[src/rtl/pipe_hazard_ctrl_if.sv]
// Control bundle between the pipeline sequencer and the 5-stage datapath.
// The slave side is the sequencer; the master side is the datapath.
interface pipe_hazard_ctrl_if #(
    parameter int CNT_W = 16
);
    logic             ihit;
    logic             dhit;
    logic             mem_dren;
    logic             mem_dwen;
    logic             ex_dren;
    logic [4:0]       ex_wsel;
    logic [4:0]       id_rs;
    logic [4:0]       id_rt;
    logic             id_uses_rt;
    logic             ex_brtaken;
    logic             id_jump;
    logic             ex_halt;
    logic             pc_W;
    logic             ifid_W;
    logic             ifid_RST;
    logic             idex_W;
    logic             idex_RST;
    logic             exmem_W;
    logic             exmem_RST;
    logic             memwb_W;
    logic             memwb_RST;
    logic             halted;
    logic [CNT_W-1:0] stall_cnt;

    modport slave (
        input  ihit, dhit, mem_dren, mem_dwen, ex_dren, ex_wsel, id_rs, id_rt,
               id_uses_rt, ex_brtaken, id_jump, ex_halt,
        output pc_W, ifid_W, ifid_RST, idex_W, idex_RST, exmem_W, exmem_RST,
               memwb_W, memwb_RST, halted, stall_cnt
    );

    modport master (
        output ihit, dhit, mem_dren, mem_dwen, ex_dren, ex_wsel, id_rs, id_rt,
               id_uses_rt, ex_brtaken, id_jump, ex_halt,
        input  pc_W, ifid_W, ifid_RST, idex_W, idex_RST, exmem_W, exmem_RST,
               memwb_W, memwb_RST, halted, stall_cnt
    );
endinterface

[src/rtl/pipe_hazard_ctrl.sv]
// Pipeline sequencer: stage write-enables/flushes, PC enable, HALT drain
// and a saturating stall counter for the 5-stage core.
module pipe_hazard_ctrl #(
    parameter int DRAIN_CYCLES = 2,
    parameter int CNT_W        = 16
) (
    input  logic             CLK,
    input  logic             RST,
    pipe_hazard_ctrl_if.slave hz
);
    localparam int DW = (DRAIN_CYCLES < 2) ? 1 : $clog2(DRAIN_CYCLES + 1);

    typedef enum logic [1:0] {
        S_RUN,
        S_DRAIN,
        S_HALTED
    } state_t;

    state_t           state_reg;
    logic [DW-1:0]    drain_cnt_reg;
    logic             halted_reg;
    logic [CNT_W-1:0] stall_cnt_reg;

    logic pc_w, ifid_w, ifid_rst, idex_w, idex_rst;
    logic exmem_w, exmem_rst, memwb_w, memwb_rst;
    logic dmem_wait, load_use;

    assign dmem_wait = (hz.mem_dren | hz.mem_dwen) & ~hz.dhit;
    assign load_use  = hz.ex_dren && (hz.ex_wsel != 5'd0) &&
                       ((hz.ex_wsel == hz.id_rs) ||
                        (hz.id_uses_rt && (hz.ex_wsel == hz.id_rt)));

    always_comb begin
        pc_w      = 1'b0;
        ifid_w    = 1'b0;
        ifid_rst  = 1'b0;
        idex_w    = 1'b0;
        idex_rst  = 1'b0;
        exmem_w   = 1'b0;
        exmem_rst = 1'b0;
        memwb_w   = 1'b0;
        memwb_rst = 1'b0;
        if (RST) begin
            ifid_rst  = 1'b1;
            idex_rst  = 1'b1;
            exmem_rst = 1'b1;
            memwb_rst = 1'b1;
        end else begin
            case (state_reg)
                S_RUN: begin
                    if (!dmem_wait) begin
                        // Back half always advances once data memory is ready.
                        idex_w  = 1'b1;
                        exmem_w = 1'b1;
                        memwb_w = 1'b1;
                        if (!hz.ihit) begin
                            idex_rst = 1'b1;
                        end else if (hz.ex_brtaken) begin
                            pc_w     = 1'b1;
                            ifid_w   = 1'b1;
                            ifid_rst = 1'b1;
                            idex_rst = 1'b1;
                        end else if (load_use) begin
                            idex_rst = 1'b1;
                        end else if (hz.id_jump) begin
                            pc_w     = 1'b1;
                            ifid_w   = 1'b1;
                            ifid_rst = 1'b1;
                        end else begin
                            pc_w   = 1'b1;
                            ifid_w = 1'b1;
                        end
                    end
                end
                S_DRAIN: begin
                    // Front end keeps bubbling; only MEM and WB finish work.
                    ifid_w   = 1'b1;
                    ifid_rst = 1'b1;
                    idex_w   = 1'b1;
                    idex_rst = 1'b1;
                    exmem_w  = ~dmem_wait;
                    memwb_w  = ~dmem_wait;
                end
                default: ;
            endcase
        end
    end

    always_ff @(posedge CLK) begin
        if (RST) begin
            state_reg     <= S_RUN;
            drain_cnt_reg <= '0;
            halted_reg    <= 1'b0;
            stall_cnt_reg <= '0;
        end else begin
            case (state_reg)
                S_RUN: begin
                    if (!pc_w && (stall_cnt_reg != {CNT_W{1'b1}}))
                        stall_cnt_reg <= stall_cnt_reg + CNT_W'(1);
                    if (hz.ex_halt && exmem_w) begin
                        state_reg     <= S_DRAIN;
                        drain_cnt_reg <= DW'(DRAIN_CYCLES);
                    end
                end
                S_DRAIN: begin
                    // Halted goes high on the same edge the state enters HALTED.
                    if (drain_cnt_reg == '0) begin
                        state_reg  <= S_HALTED;
                        halted_reg <= 1'b1;
                    end else if (memwb_w) begin
                        drain_cnt_reg <= drain_cnt_reg - DW'(1);
                        if (drain_cnt_reg == DW'(1)) begin
                            state_reg  <= S_HALTED;
                            halted_reg <= 1'b1;
                        end
                    end
                end
                S_HALTED: halted_reg <= 1'b1;
                default:  state_reg  <= S_RUN;
            endcase
        end
    end

    assign hz.pc_W      = pc_w;
    assign hz.ifid_W    = ifid_w;
    assign hz.ifid_RST  = ifid_rst;
    assign hz.idex_W    = idex_w;
    assign hz.idex_RST  = idex_rst;
    assign hz.exmem_W   = exmem_w;
    assign hz.exmem_RST = exmem_rst;
    assign hz.memwb_W   = memwb_w;
    assign hz.memwb_RST = memwb_rst;
    assign hz.halted    = halted_reg;
    assign hz.stall_cnt = stall_cnt_reg;
endmodule

[src/flat_wrapper.sv]
// flat-port wrapper written by rule: the top's interface ports become plain ports
module pipe_hazard_ctrl_flat 
#(
    parameter int DRAIN_CYCLES = 2,
    parameter int CNT_W        = 16
)
  (CLK, RST, hz_ihit, hz_dhit, hz_mem_dren, hz_mem_dwen, hz_ex_dren, hz_ex_wsel, hz_id_rs, hz_id_rt, hz_id_uses_rt, hz_ex_brtaken, hz_id_jump, hz_ex_halt, hz_pc_W, hz_ifid_W, hz_ifid_RST, hz_idex_W, hz_idex_RST, hz_exmem_W, hz_exmem_RST, hz_memwb_W, hz_memwb_RST, hz_halted, hz_stall_cnt);
  pipe_hazard_ctrl_if #(.CNT_W(CNT_W)) hz_i ();
  input  logic CLK;
  input  logic RST;
  input wire logic [$bits(hz_i.ihit)-1:0] hz_ihit;
  input wire logic [$bits(hz_i.dhit)-1:0] hz_dhit;
  input wire logic [$bits(hz_i.mem_dren)-1:0] hz_mem_dren;
  input wire logic [$bits(hz_i.mem_dwen)-1:0] hz_mem_dwen;
  input wire logic [$bits(hz_i.ex_dren)-1:0] hz_ex_dren;
  input wire logic [$bits(hz_i.ex_wsel)-1:0] hz_ex_wsel;
  input wire logic [$bits(hz_i.id_rs)-1:0] hz_id_rs;
  input wire logic [$bits(hz_i.id_rt)-1:0] hz_id_rt;
  input wire logic [$bits(hz_i.id_uses_rt)-1:0] hz_id_uses_rt;
  input wire logic [$bits(hz_i.ex_brtaken)-1:0] hz_ex_brtaken;
  input wire logic [$bits(hz_i.id_jump)-1:0] hz_id_jump;
  input wire logic [$bits(hz_i.ex_halt)-1:0] hz_ex_halt;
  output wire logic [$bits(hz_i.pc_W)-1:0] hz_pc_W;
  output wire logic [$bits(hz_i.ifid_W)-1:0] hz_ifid_W;
  output wire logic [$bits(hz_i.ifid_RST)-1:0] hz_ifid_RST;
  output wire logic [$bits(hz_i.idex_W)-1:0] hz_idex_W;
  output wire logic [$bits(hz_i.idex_RST)-1:0] hz_idex_RST;
  output wire logic [$bits(hz_i.exmem_W)-1:0] hz_exmem_W;
  output wire logic [$bits(hz_i.exmem_RST)-1:0] hz_exmem_RST;
  output wire logic [$bits(hz_i.memwb_W)-1:0] hz_memwb_W;
  output wire logic [$bits(hz_i.memwb_RST)-1:0] hz_memwb_RST;
  output wire logic [$bits(hz_i.halted)-1:0] hz_halted;
  output wire logic [$bits(hz_i.stall_cnt)-1:0] hz_stall_cnt;
  assign hz_i.ihit = hz_ihit;
  assign hz_i.dhit = hz_dhit;
  assign hz_i.mem_dren = hz_mem_dren;
  assign hz_i.mem_dwen = hz_mem_dwen;
  assign hz_i.ex_dren = hz_ex_dren;
  assign hz_i.ex_wsel = hz_ex_wsel;
  assign hz_i.id_rs = hz_id_rs;
  assign hz_i.id_rt = hz_id_rt;
  assign hz_i.id_uses_rt = hz_id_uses_rt;
  assign hz_i.ex_brtaken = hz_ex_brtaken;
  assign hz_i.id_jump = hz_id_jump;
  assign hz_i.ex_halt = hz_ex_halt;
  assign hz_pc_W = hz_i.pc_W;
  assign hz_ifid_W = hz_i.ifid_W;
  assign hz_ifid_RST = hz_i.ifid_RST;
  assign hz_idex_W = hz_i.idex_W;
  assign hz_idex_RST = hz_i.idex_RST;
  assign hz_exmem_W = hz_i.exmem_W;
  assign hz_exmem_RST = hz_i.exmem_RST;
  assign hz_memwb_W = hz_i.memwb_W;
  assign hz_memwb_RST = hz_i.memwb_RST;
  assign hz_halted = hz_i.halted;
  assign hz_stall_cnt = hz_i.stall_cnt;
  pipe_hazard_ctrl #(.DRAIN_CYCLES(DRAIN_CYCLES), .CNT_W(CNT_W)) u_core (.CLK(CLK), .RST(RST), .hz(hz_i));
endmodule
[config.mk]
export PLATFORM = sky130hd
export DESIGN_NAME = pipe_hazard_ctrl_flat
export DESIGN_NICKNAME = d
export VERILOG_FILES = /design/src/rtl/pipe_hazard_ctrl_if.sv /design/src/rtl/pipe_hazard_ctrl.sv /design/src/flat_wrapper.sv
export SDC_FILE = /design/constraint.sdc
export NUM_CORES = 1
export LEC_CHECK = 0
export CAP_MARGIN = 25
export CORE_UTILIZATION = 45
export DETAILED_ROUTE_END_ITERATION = 12
export GPL_TIMING_DRIVEN = 0
export PLACE_DENSITY = 0.91
export SYNTH_ARGS = -nofsm -noshare
export SYNTH_HDL_FRONTEND = slang
export SYNTH_SLANG_ARGS = --single-unit
[constraint.sdc]
create_clock -name CLK -period 2.44 [get_ports CLK]
set_clock_uncertainty 0.15 [all_clocks]
set_input_delay 0.488 -clock CLK [delete_from_list [all_inputs] [get_ports CLK]]
set_output_delay 0.488 -clock CLK [all_outputs]
set_load 0.01 [all_outputs]
==> results.toml, run 1 <==
[drt]
num_vias = 1586
drc = 0
dr.pass1.iters = 4
vias_per_cell = 5.644
wl_um = 4014
ant_nets = 0
wl_per_cell_um = 14.28
first_iter_violations = 92

[sta]
drv_slew = 0
grt_setup_unrepaired = "true"
max_slew_margin_pct = 62.33
hold_viol_final = 0
finalCritPeriodShare_pct = 104.8
worst_slew_pin_slew_ps = 560.0
setup_ws_ps = -118.2
hold_slack_ps = 336.6
timing.final.crit_period_ps = 2558
setup_violations = 4
max_freq_mhz = 390.9

[synthesis]
syn_avg_cell_area_sq_um = 8.372
syn_nets = 210
synth_most_common_cell = "dfxtp_1"
async_reset_ff_share_pct = 0
synth.distinct_cells = 47
ys_warn_count = 0
ys_seq_elements = 21
synth_cells = 178
synth-edff-count = 0
synth_flop_cell = "dfxtp_1"
synth.area.top_cells = "dfxtp_1, xnor2_1, ha_1"
yosys.area.top_type = "dfxtp_1"
ys_seq_area_share_pct = 28.21
synth_area_sq_mm = 0.001490
synth_commonest_cells = "dfxtp_1, nor2_1, nand3_1"
yosysTopAreaCellShare_pct = 28.21

[worst_setup_path]
crit_family = "simple AND/OR/NAND/NOR gates"
critPathArrivalTime_ps = 1920
cp_slowest_stage_delay_ps = 540
reg2reg_depth = 8
cp-start-kind = "input port"
crit_start = "hz_ex_wsel[3]"
cp-end-kind = "output pin"
crit_required_ps = 1800
reg2reg_from = "u_core.hz.stall_cnt[1]"
critPathKind = "input port to output pin"
cp_slowest_cell = "or4_4"
crit_buf_inv = 4
reg2reg_to = "u_core.hz.stall_cnt[13]"
reg2reg_slack_ps = 130
crit_chain = "buf_8 -> or4_4 -> o21ai_4 -> nor2_2 -> a211oi_2 -> buf_6 -> buf_8 -> buf_6"
crit_fanout = 2

[layout]
diodes = 0
largest_reg_flops = 16
final_nets = 270
nFillCells = 269
drive_gt1_share_pct = 25.74
area_growth_pct = 45.09

[global_routing]
antenna_found_initial = 0
gr-usage-all-layers_pct = 24.25
busiest_layer = "met2"
grt_use_met3_pct = 5.677
grt_util_met2_pct = 41.73
overflow = 0
grt.met1_usage_pct = 30.15
grt_pass1_wl_um = 6520
first_global_vias = 1471
grt_max_degree = 13

[die]
die-area_sq_mm = 0.003546
dieHeight_um = 59.55
coreArea_sq_mm = 0.003103
die-width_um = 59.55
fp-row-count = 20
io_pins = 52
start_util_pct = 48.02

[clock_network]
clk_latency_ps = 320
path_clk_slew_ps = 110
cts_num_sinks = 21
cts_buffers = 3
clockBufferDepth = 2
cts-root-buf = "clkbuf_4"
cts.htree.levels = 1
ctsHoldBuffers = 0
cts_tree = "built"

[pwr]
switching_share_pct = 38.24
irDropWorstVdd_uv = 431.7
p_seq_share_pct = 36.3
power.density_mw_per_mm2 = 522.5
p_switching_w = 0.0004320
internal_power_w = 0.0006976
p_clk_share_pct = 15.5
p_comb_share_pct = 48.2
power_leakage_nw = 0.8107
power_w = 0.001130

[outcome]
status = "finished, violations left"
failed_checks = "setup timing"

[hold_path]
hp-start = "u_core.hz.halted"
min_path_type = "flip-flop to flip-flop"
worstHoldPathCells = 2
hold-path-endpoint = "u_core.hz.halted"

[placed_design]
dp_hpwl_um = 2867
gp_congestion = 0.8268
portBuffers = 51

[run]
cap_viol_max_count = 0
layer usage:
metal / wire length, um / vias to the layer above
met2: 2072 / 48
met3: 169 / 4
li1: - / 775
met4: 26 / 0
met1: 1746 / 759
met5: 0 / -
per-stage QoR:
stage | util (%) | instance area [sq um] | TNS [ps] | worst slack [ps] | cells
after floorplan | - | 1490 | 0 | 48.72 | 178
after global placement | 66.25 | 2056 | -12650 | -1227 | 273
after detailed placement | 66.25 | 2056 | -12800 | -1241 | 273
after CTS | 68.55 | 2127 | -253.5 | -103.5 | 280
after global routing | 69.68 | 2162 | -616.2 | -160.4 | 281
final | 69.68 | 2162 | -344.5 | -118.2 | 281
power groups by stage:
stage | registers (W) | clock network [W] | logic (W)
finish | 0.000410 | 0.000175 | 0.000544
global route | 0.000416 | 0.000200 | 0.000594
detailed placement | 0.000414 | 0 | 0.000506
global placement | 0.000413 | 0 | 0.000494
CTS | 0.000407 | 0.000178 | 0.000512
floorplan | 0.000418 | 0 | 0.000300
kinds of logic (layout without fill, tap and decap cells):
kind of cell,Yosys count,count (layout),synth area share [%]
adder cells (fa/ha/maj),6,6,5.038
multiplexers,6,6,5.374
AND/OR/NAND/NOR,75,75,29.22
AO/OA/AOI/OAI,40,40,18.39
buffers and inverters,20,79,7.892
flip-flops,21,21,28.21
XOR/XNOR,10,10,5.877
worst max-delay path by stage:
stage | endpoint | slack (ps) | cells past startpoint
3_3_place_gp | hz_idex_W | -1230 | 6
2_1_floorplan | hz_pc_W | 50 | 6
4_1_cts | hz_pc_W | -100 | 8
5_1_grt | hz_pc_W | -160 | 8
6_report | hz_pc_W | -120 | 8
3_5_place_dp | hz_idex_W | -1240 | 6
cells in the final DEF (no fill, tap or decap), types with 2 or more instances in the layout:
cell / instances
clkdlybuf4s50_1: 31
nor2_2: 2
buf_6: 6
buf_2: 6
nor2_1: 11
a21oi_2: 3
nor3_2: 2
a31oi_1: 2
o41ai_1: 3
and3_1: 2
inv_1: 8
nand3_1: 12
or3_1: 6
buf_8: 2
mux2_4: 4
o311ai_1: 3
dlygate4sd2_1: 11
a21oi_1: 9
ha_1: 5
nor4_1: 2
or2_2: 4
nand2_1: 9
nor2b_1: 4
or4_1: 5
xnor2_1: 10
o21ai_1: 7
o31ai_1: 3
clkbuf_4: 5
mux2i_1: 2
buf_4: 8
nand4_1: 5
dfxtp_1: 20
timing repair:
action / CTS / global route
gates resized for setup: 69 / 11
pin swaps: 15 / 7
endpoints found under the setup margin: 23 / 8
setup buffers: 3 / 1
gates cloned: 0 / 0
layout make-up:
type | count | area, sq um | area share (%)
clock inverters | 1 | 5.005 | 0.2315
repair buffers | 55 | 504.2 | 23.32
multi-input cells | 137 | 1013 | 46.87
plain buffers | 12 | 110.1 | 5.093
well taps | 44 | 55.05 | 2.546
inverters | 8 | 30.03 | 1.389
clock buffers | 3 | 22.52 | 1.042
flip-flops and latches | 21 | 421.7 | 19.50
tightest hold or removal path, stage by stage (launching register included):
cell and delay (ps):
dfxtp_1 350, a21oi_1 40, nor2_1 70
No activity file was read; power rests on OpenSTA's default activity.
==> run 2: changes to the inputs <==
--- a/config.mk
+++ b/config.mk
@@ -6,6 +6,8 @@
 export NUM_CORES = 1
 export LEC_CHECK = 0
 export CAP_MARGIN = 25
+export CORE_ASPECT_RATIO = 0.8
+export CORE_MARGIN = 1.5
 export CORE_UTILIZATION = 45
 export DETAILED_ROUTE_END_ITERATION = 12
 export GPL_TIMING_DRIVEN = 0
==> run 2 against run 1 <==
Effect of this change:
- the flow still finishes with violations (setup timing)
- die area is 3.5% higher
- sequential power hardly changed
- non-clock buffer count stayed put
- critical path type unchanged
- power up 5.7%
- flip-flop and latch count is the same
==> results.toml, run 2 (synthesis gave the netlist of run 1 again) <==
[outcome]
status = "finished, violations left"
failed_checks = "setup timing"

[placed_design]
dp_hpwl_um = 3091
gp_congestion = 0.8603
dpl_cell_area_sq_mm = 0.002051
pre_cts_ws_ps = -1259
portBuffers = 51
place_inst = 269

[worst_setup_path]
cp_slowest_stage_delay_ps = 530
cp-end-kind = "output pin"
critPathKind = "input port to output pin"
crit_family = "simple AND/OR/NAND/NOR gates"
reg2reg_slack_ps = 100
crit_buf_inv = 2
crit_chain = "buf_8 -> or4_4 -> o21ai_4 -> and2b_1 -> nor3b_2 -> o21ai_1 -> buf_2"
cp_slowest_cell = "or4_4"
critPathArrivalTime_ps = 1950
crit_required_ps = 1800
cp-start-kind = "input port"
crit_fanout = 2

[pwr]
irDropWorstVdd_uv = 487.1
power_leakage_nw = 0.8834
power.density_mw_per_mm2 = 532.3

[clock_network]
cts_num_sinks = 21
cts_tree = "built"
cts.htree.levels = 1
path_clk_slew_ps = 70
cts_buffers = 3
ctsHoldBuffers = 0
clk_latency_ps = 270
clockBufferDepth = 2
cts-root-buf = "clkbuf_8"

[global_routing]
first_global_vias = 1501
grt_pass1_wl_um = 6927
antenna_found_initial = 0
gr-usage-all-layers_pct = 25.46
overflow = 0
grt_max_degree = 13

[drt]
first_iter_violations = 125
vias_per_cell = 5.852
dr.pass1.iters = 4
wl_um = 4654
ant_nets = 0
num_vias = 1621
wl_per_cell_um = 16.80
drc = 0

[die]
die-area_sq_mm = 0.003668
dieHeight_um = 54.47
fp-row-count = 18
coreArea_sq_mm = 0.003131
start_util_pct = 47.60
io_pins = 52
die-width_um = 67.34

[layout]
area_growth_pct = 50.55
regArea_sq_um = 420.4
final_cells = 277
nFillCells = 234
final_common_cell = "clkdlybuf4s50_1"
stdcell_area_sq_mm = 0.002243
finish.utilization_pct = 71.66
drive_gt1_share_pct = 27.00
final_nets = 270
multiInputGateArea_sq_mm = 0.001042
largest_reg_flops = 16
diodes = 0
layout_common_cells = "clkdlybuf4s50_1, dfxtp_1, nor2_1, nand3_1"

[sta]
worst_slew_pin_slew_ps = 578.1
timing.final.crit_period_ps = 2587
max_freq_mhz = 386.5
finalCritPeriodShare_pct = 106.0
setup_ws_ps = -147.4
grt_setup_unrepaired = "true"
max_slew_margin_pct = 61.10
drv_slew = 0
setup_violations = 5
hold_viol_final = 0

[hold_path]
min_path_type = "flip-flop to flip-flop"

[run]
cap_viol_max_count = 0
==> run 2: cell count changes in the layout (fill, tap and decap cells not counted), moves of 2 or more <==
cell            previous run  this run
dlygate4sd2_1             11         3
clkbuf_4                   5         1
or4_1                      5         3
dlymetal6s2s_1             0         7
a21oi_1                    9         7
a21oi_2                    3         5
buf_6                      6         4
clkbuf_8                   0         4
or4_4                      1         3
==> run 2: what timing repair did <==
action | 4_1_cts | 5_1_grt
gates resized for setup | 67 | 19
cloned | 0 | 0
pin swaps | 12 | 14
endpoints found under the setup margin | 26 | 12
setup buffers | 3 | 1
==> run 2: area by class of cell <==
class                   count  area share [%]
clock buffers               3           1.840
flip-flops and latches     21           18.74
plain buffers              12           5.020
repair buffers             55           24.15
inverters                   8           1.339
clock inverters             1          0.2231
well taps                  40           2.231
multi-input cells         137           46.46
==> run 2: worst reg2reg max path, stage by stage, from the launching register on <==
cell and delay (ps):
dfxtp_1 340, ha_1 230, and2_4 160, buf_6 130
and3_1 180, buf_6 150, or4_1 490, or3_1 320
a21oi_1 140
==> run 2: final timing paths <==
check                         start                      end  depth (start not counted)
min                u_core.hz.halted         u_core.hz.halted                          2
max reg2reg  u_core.hz.stall_cnt[0]  u_core.hz.stall_cnt[13]                          8
max                   hz_ex_wsel[3]              hz_idex_RST                          7
min reg2reg        u_core.hz.halted         u_core.hz.halted                          2
==> run 2: per-layer routing <==
metal | share of wire, % | track usage [%] | vias up
li1 | - | - | 769
met1 | 41 | 31.74 | 771
met2 | 51 | 46.04 | 68
met3 | 6.2 | 5.144 | 13
met4 | 1.8 | 5.102 | 0
met5 | 0 | 0 | -
==> run 2: stage by stage <==
| stage | total power (W) | hold slack [ps] | TNS, ps |
|---|---|---|---|
| global route | 0.001258 | 379.2 | -611.9 |
| floorplan | 0.0007185 | 326.3 | 0 |
| CTS | 0.001164 | 339.2 | -250.7 |
| global placement | 0.0009058 | 311.7 | -12360 |
| detailed placement | 0.0009266 | 311.0 | -13540 |
| finish | 0.001194 | 336.1 | -320.6 |
==> run 2: power by group <==
part / internal (W) / total [W] / leakage [nW] / switching, W
Clock: 0.000114 / 0.000236 / 0.0255 / 0.000122
Combinational: 0.000254 / 0.000551 / 0.688 / 0.000297
Sequential: 0.000378 / 0.000407 / 0.170 / 0.0000286
Total: 0.000746 / 0.00119 / 0.883 / 0.000448
==> run 3: changes to the inputs <==
--- a/config.mk
+++ b/config.mk
@@ -5,7 +5,8 @@
 export SDC_FILE = /design/constraint.sdc
 export NUM_CORES = 1
 export LEC_CHECK = 0
-export CAP_MARGIN = 25
+export ABC_CLOCK_PERIOD_IN_PS = 2440
+export CAP_MARGIN = 0
 export CORE_ASPECT_RATIO = 0.8
 export CORE_MARGIN = 1.5
 export CORE_UTILIZATION = 45
==> constraint.sdc (replaced) <==
create_clock -name CLK -period 2.44 [get_ports CLK]
set_clock_uncertainty 0.15 [all_clocks]
set_input_delay 0.366 -clock CLK [delete_from_list [all_inputs] [get_ports CLK]]
set_output_delay 0.366 -clock CLK [all_outputs]
set_load 0.01 [all_outputs]
==> run 3 against run 2 <==
Effect of this change:
- critical path type unchanged
- sequential share of layout area increased by 0.56 points
- the run now ends clean
- worst hold slack got worse by 4.2 ps
- flip-flop and latch count unchanged
==> results.toml, run 3 (synthesis gave the netlist of run 1 again) <==
[drt]
drc = 0
wl_per_cell_um = 15.29
vias_per_cell = 5.662
num_vias = 1557
dr.pass1.iters = 4
ant_nets = 0
wl_um = 4206
first_iter_violations = 94

[pwr]
p_clk_share_pct = 20.1
p_switching_w = 0.0004330
switching_share_pct = 36.76
power.density_mw_per_mm2 = 540.8
irDropWorstVdd_uv = 468.0
p_seq_share_pct = 34.5
p_comb_share_pct = 45.3
internal_power_w = 0.0007450
power_leakage_nw = 0.7973

[die]
die-width_um = 67.34
die-area_sq_mm = 0.003668
dieHeight_um = 54.47
start_util_pct = 47.60
coreArea_sq_mm = 0.003131
fp-row-count = 18
io_pins = 52

[layout]
area_growth_pct = 46.18
diodes = 0
largest_reg_flops = 16
drive_gt1_share_pct = 25.11
layout_common_cells = "clkdlybuf4s50_1, dfxtp_1, nor2_1, nand3_1"
final_cells = 275
final_nets = 268
final_common_cell = "clkdlybuf4s50_1"

[run]
cap_viol_max_count = 0

[placed_design]
pre_cts_ws_ps = -1015
dp_hpwl_um = 3091
portBuffers = 51
place_inst = 269
gp_congestion = 0.8603

[worst_setup_path]
cp-end-kind = "output pin"
critPathKind = "input port to output pin"
critPathArrivalTime_ps = 1840
crit_fanout = 3
cp-start-kind = "input port"
crit_required_ps = 1920

[global_routing]
grt_max_degree = 13
antenna_found_initial = 0
overflow = 0
grt_pass1_wl_um = 6755
first_global_vias = 1469
gr-usage-all-layers_pct = 24.48

[sta]
hold_viol_final = 0
finalCritPeriodShare_pct = 96.70
hold_slack_ps = 331.8
drv_slew = 0
setup_ws_ps = 80.51
grt_setup_unrepaired = "false"
setup_violations = 0
max_slew_margin_pct = 62.75
worst_slew_pin_slew_ps = 553.6
timing.final.crit_period_ps = 2359
max_freq_mhz = 423.8

[clock_network]
cts_buffers = 3
clk_latency_ps = 270
cts.htree.levels = 1
cts-root-buf = "clkbuf_8"
cts_tree = "built"
cts_num_sinks = 21
clockBufferDepth = 2
path_clk_slew_ps = 70

[outcome]
status = "completed"

[hold_path]
min_path_type = "flip-flop to flip-flop"
-- run 3: cell count changes in the layout (fill, tap and decap cells not counted), sizes merged --
cell           change
clkdlybuf4s50      +8
dlymetal6s2s       -7
buf                -3
clkbuf             +2
clkdlybuf4s15      -2
-- run 3: cell type report --
type / count / area [sq um]
Fill cell: 257 / 952.2
Sequential cell: 21 / 420.4
Inverter: 8 / 30.03
Buffer: 12 / 112.6
Clock inverter: 1 / 5.005
Timing Repair Buffer: 53 / 489.2
Tap cell: 40 / 50.05
Clock buffer: 3 / 41.29
Multi-Input combinational cell: 137 / 1030
-- run 3: what timing repair did --
item	in CTS	in global routing
setup buffers	2	0
pin swaps	4	9
gates cloned	0	0
hold endpoints to repair	0	0
resized for setup	52	11
hold buffers	0	0
setup endpoints to repair	14	9
-- run 3: critical path, cell delays in order --
cell and delay, ps:
buf_2 130, or4_4 540, o21ai_4 150, nor2_2 60
a211oi_2 260, buf_6 150, buf_8 90, buf_6 90
-- run 3: stage by stage --
stage | total power, W | setup TNS [ps] | util (%) | area [sq um]
floorplan | 0.0007185 | 0 | - | 1490
global placement | 0.0009058 | -8340 | 65.51 | 2051
detailed placement | 0.0009266 | -9406 | 65.51 | 2051
CTS | 0.001171 | 0 | 69.22 | 2167
global route | 0.001250 | 0 | 69.58 | 2178
finish | 0.001178 | 0 | 69.58 | 2178
-- run 3: final timing paths --
check / start / to / slack (ps) / cells after the start
min reg2reg: u_core.hz.halted / u_core.hz.halted / 330 / 2
max reg2reg: u_core.hz.stall_cnt[0] / u_core.hz.stall_cnt[13] / 110 / 8
max: hz_ex_wsel[3] / hz_pc_W / 80 / 8
min: u_core.hz.halted / u_core.hz.halted / 330 / 2
-- run 3: layer usage --
metal / GRT usage, % / up-vias / routed length (um)
met3: 4.938 / 2 / 195
met4: 4.762 / 0 / 8
met2: 42.24 / 44 / 2050
li1: - / 767 / -
met5: 0 / - / 0
met1: 32.12 / 744 / 1952
-- run 3: power by group through the flow --
stage	registers [W]	clock network, W	logic [W]
finish	0.000407	0.000237	0.000534
global route	0.000412	0.000249	0.000588
CTS	0.000406	0.000235	0.000530
detailed placement	0.000413	0	0.000513
global placement	0.000412	0	0.000493
floorplan	0.000418	0	0.000300
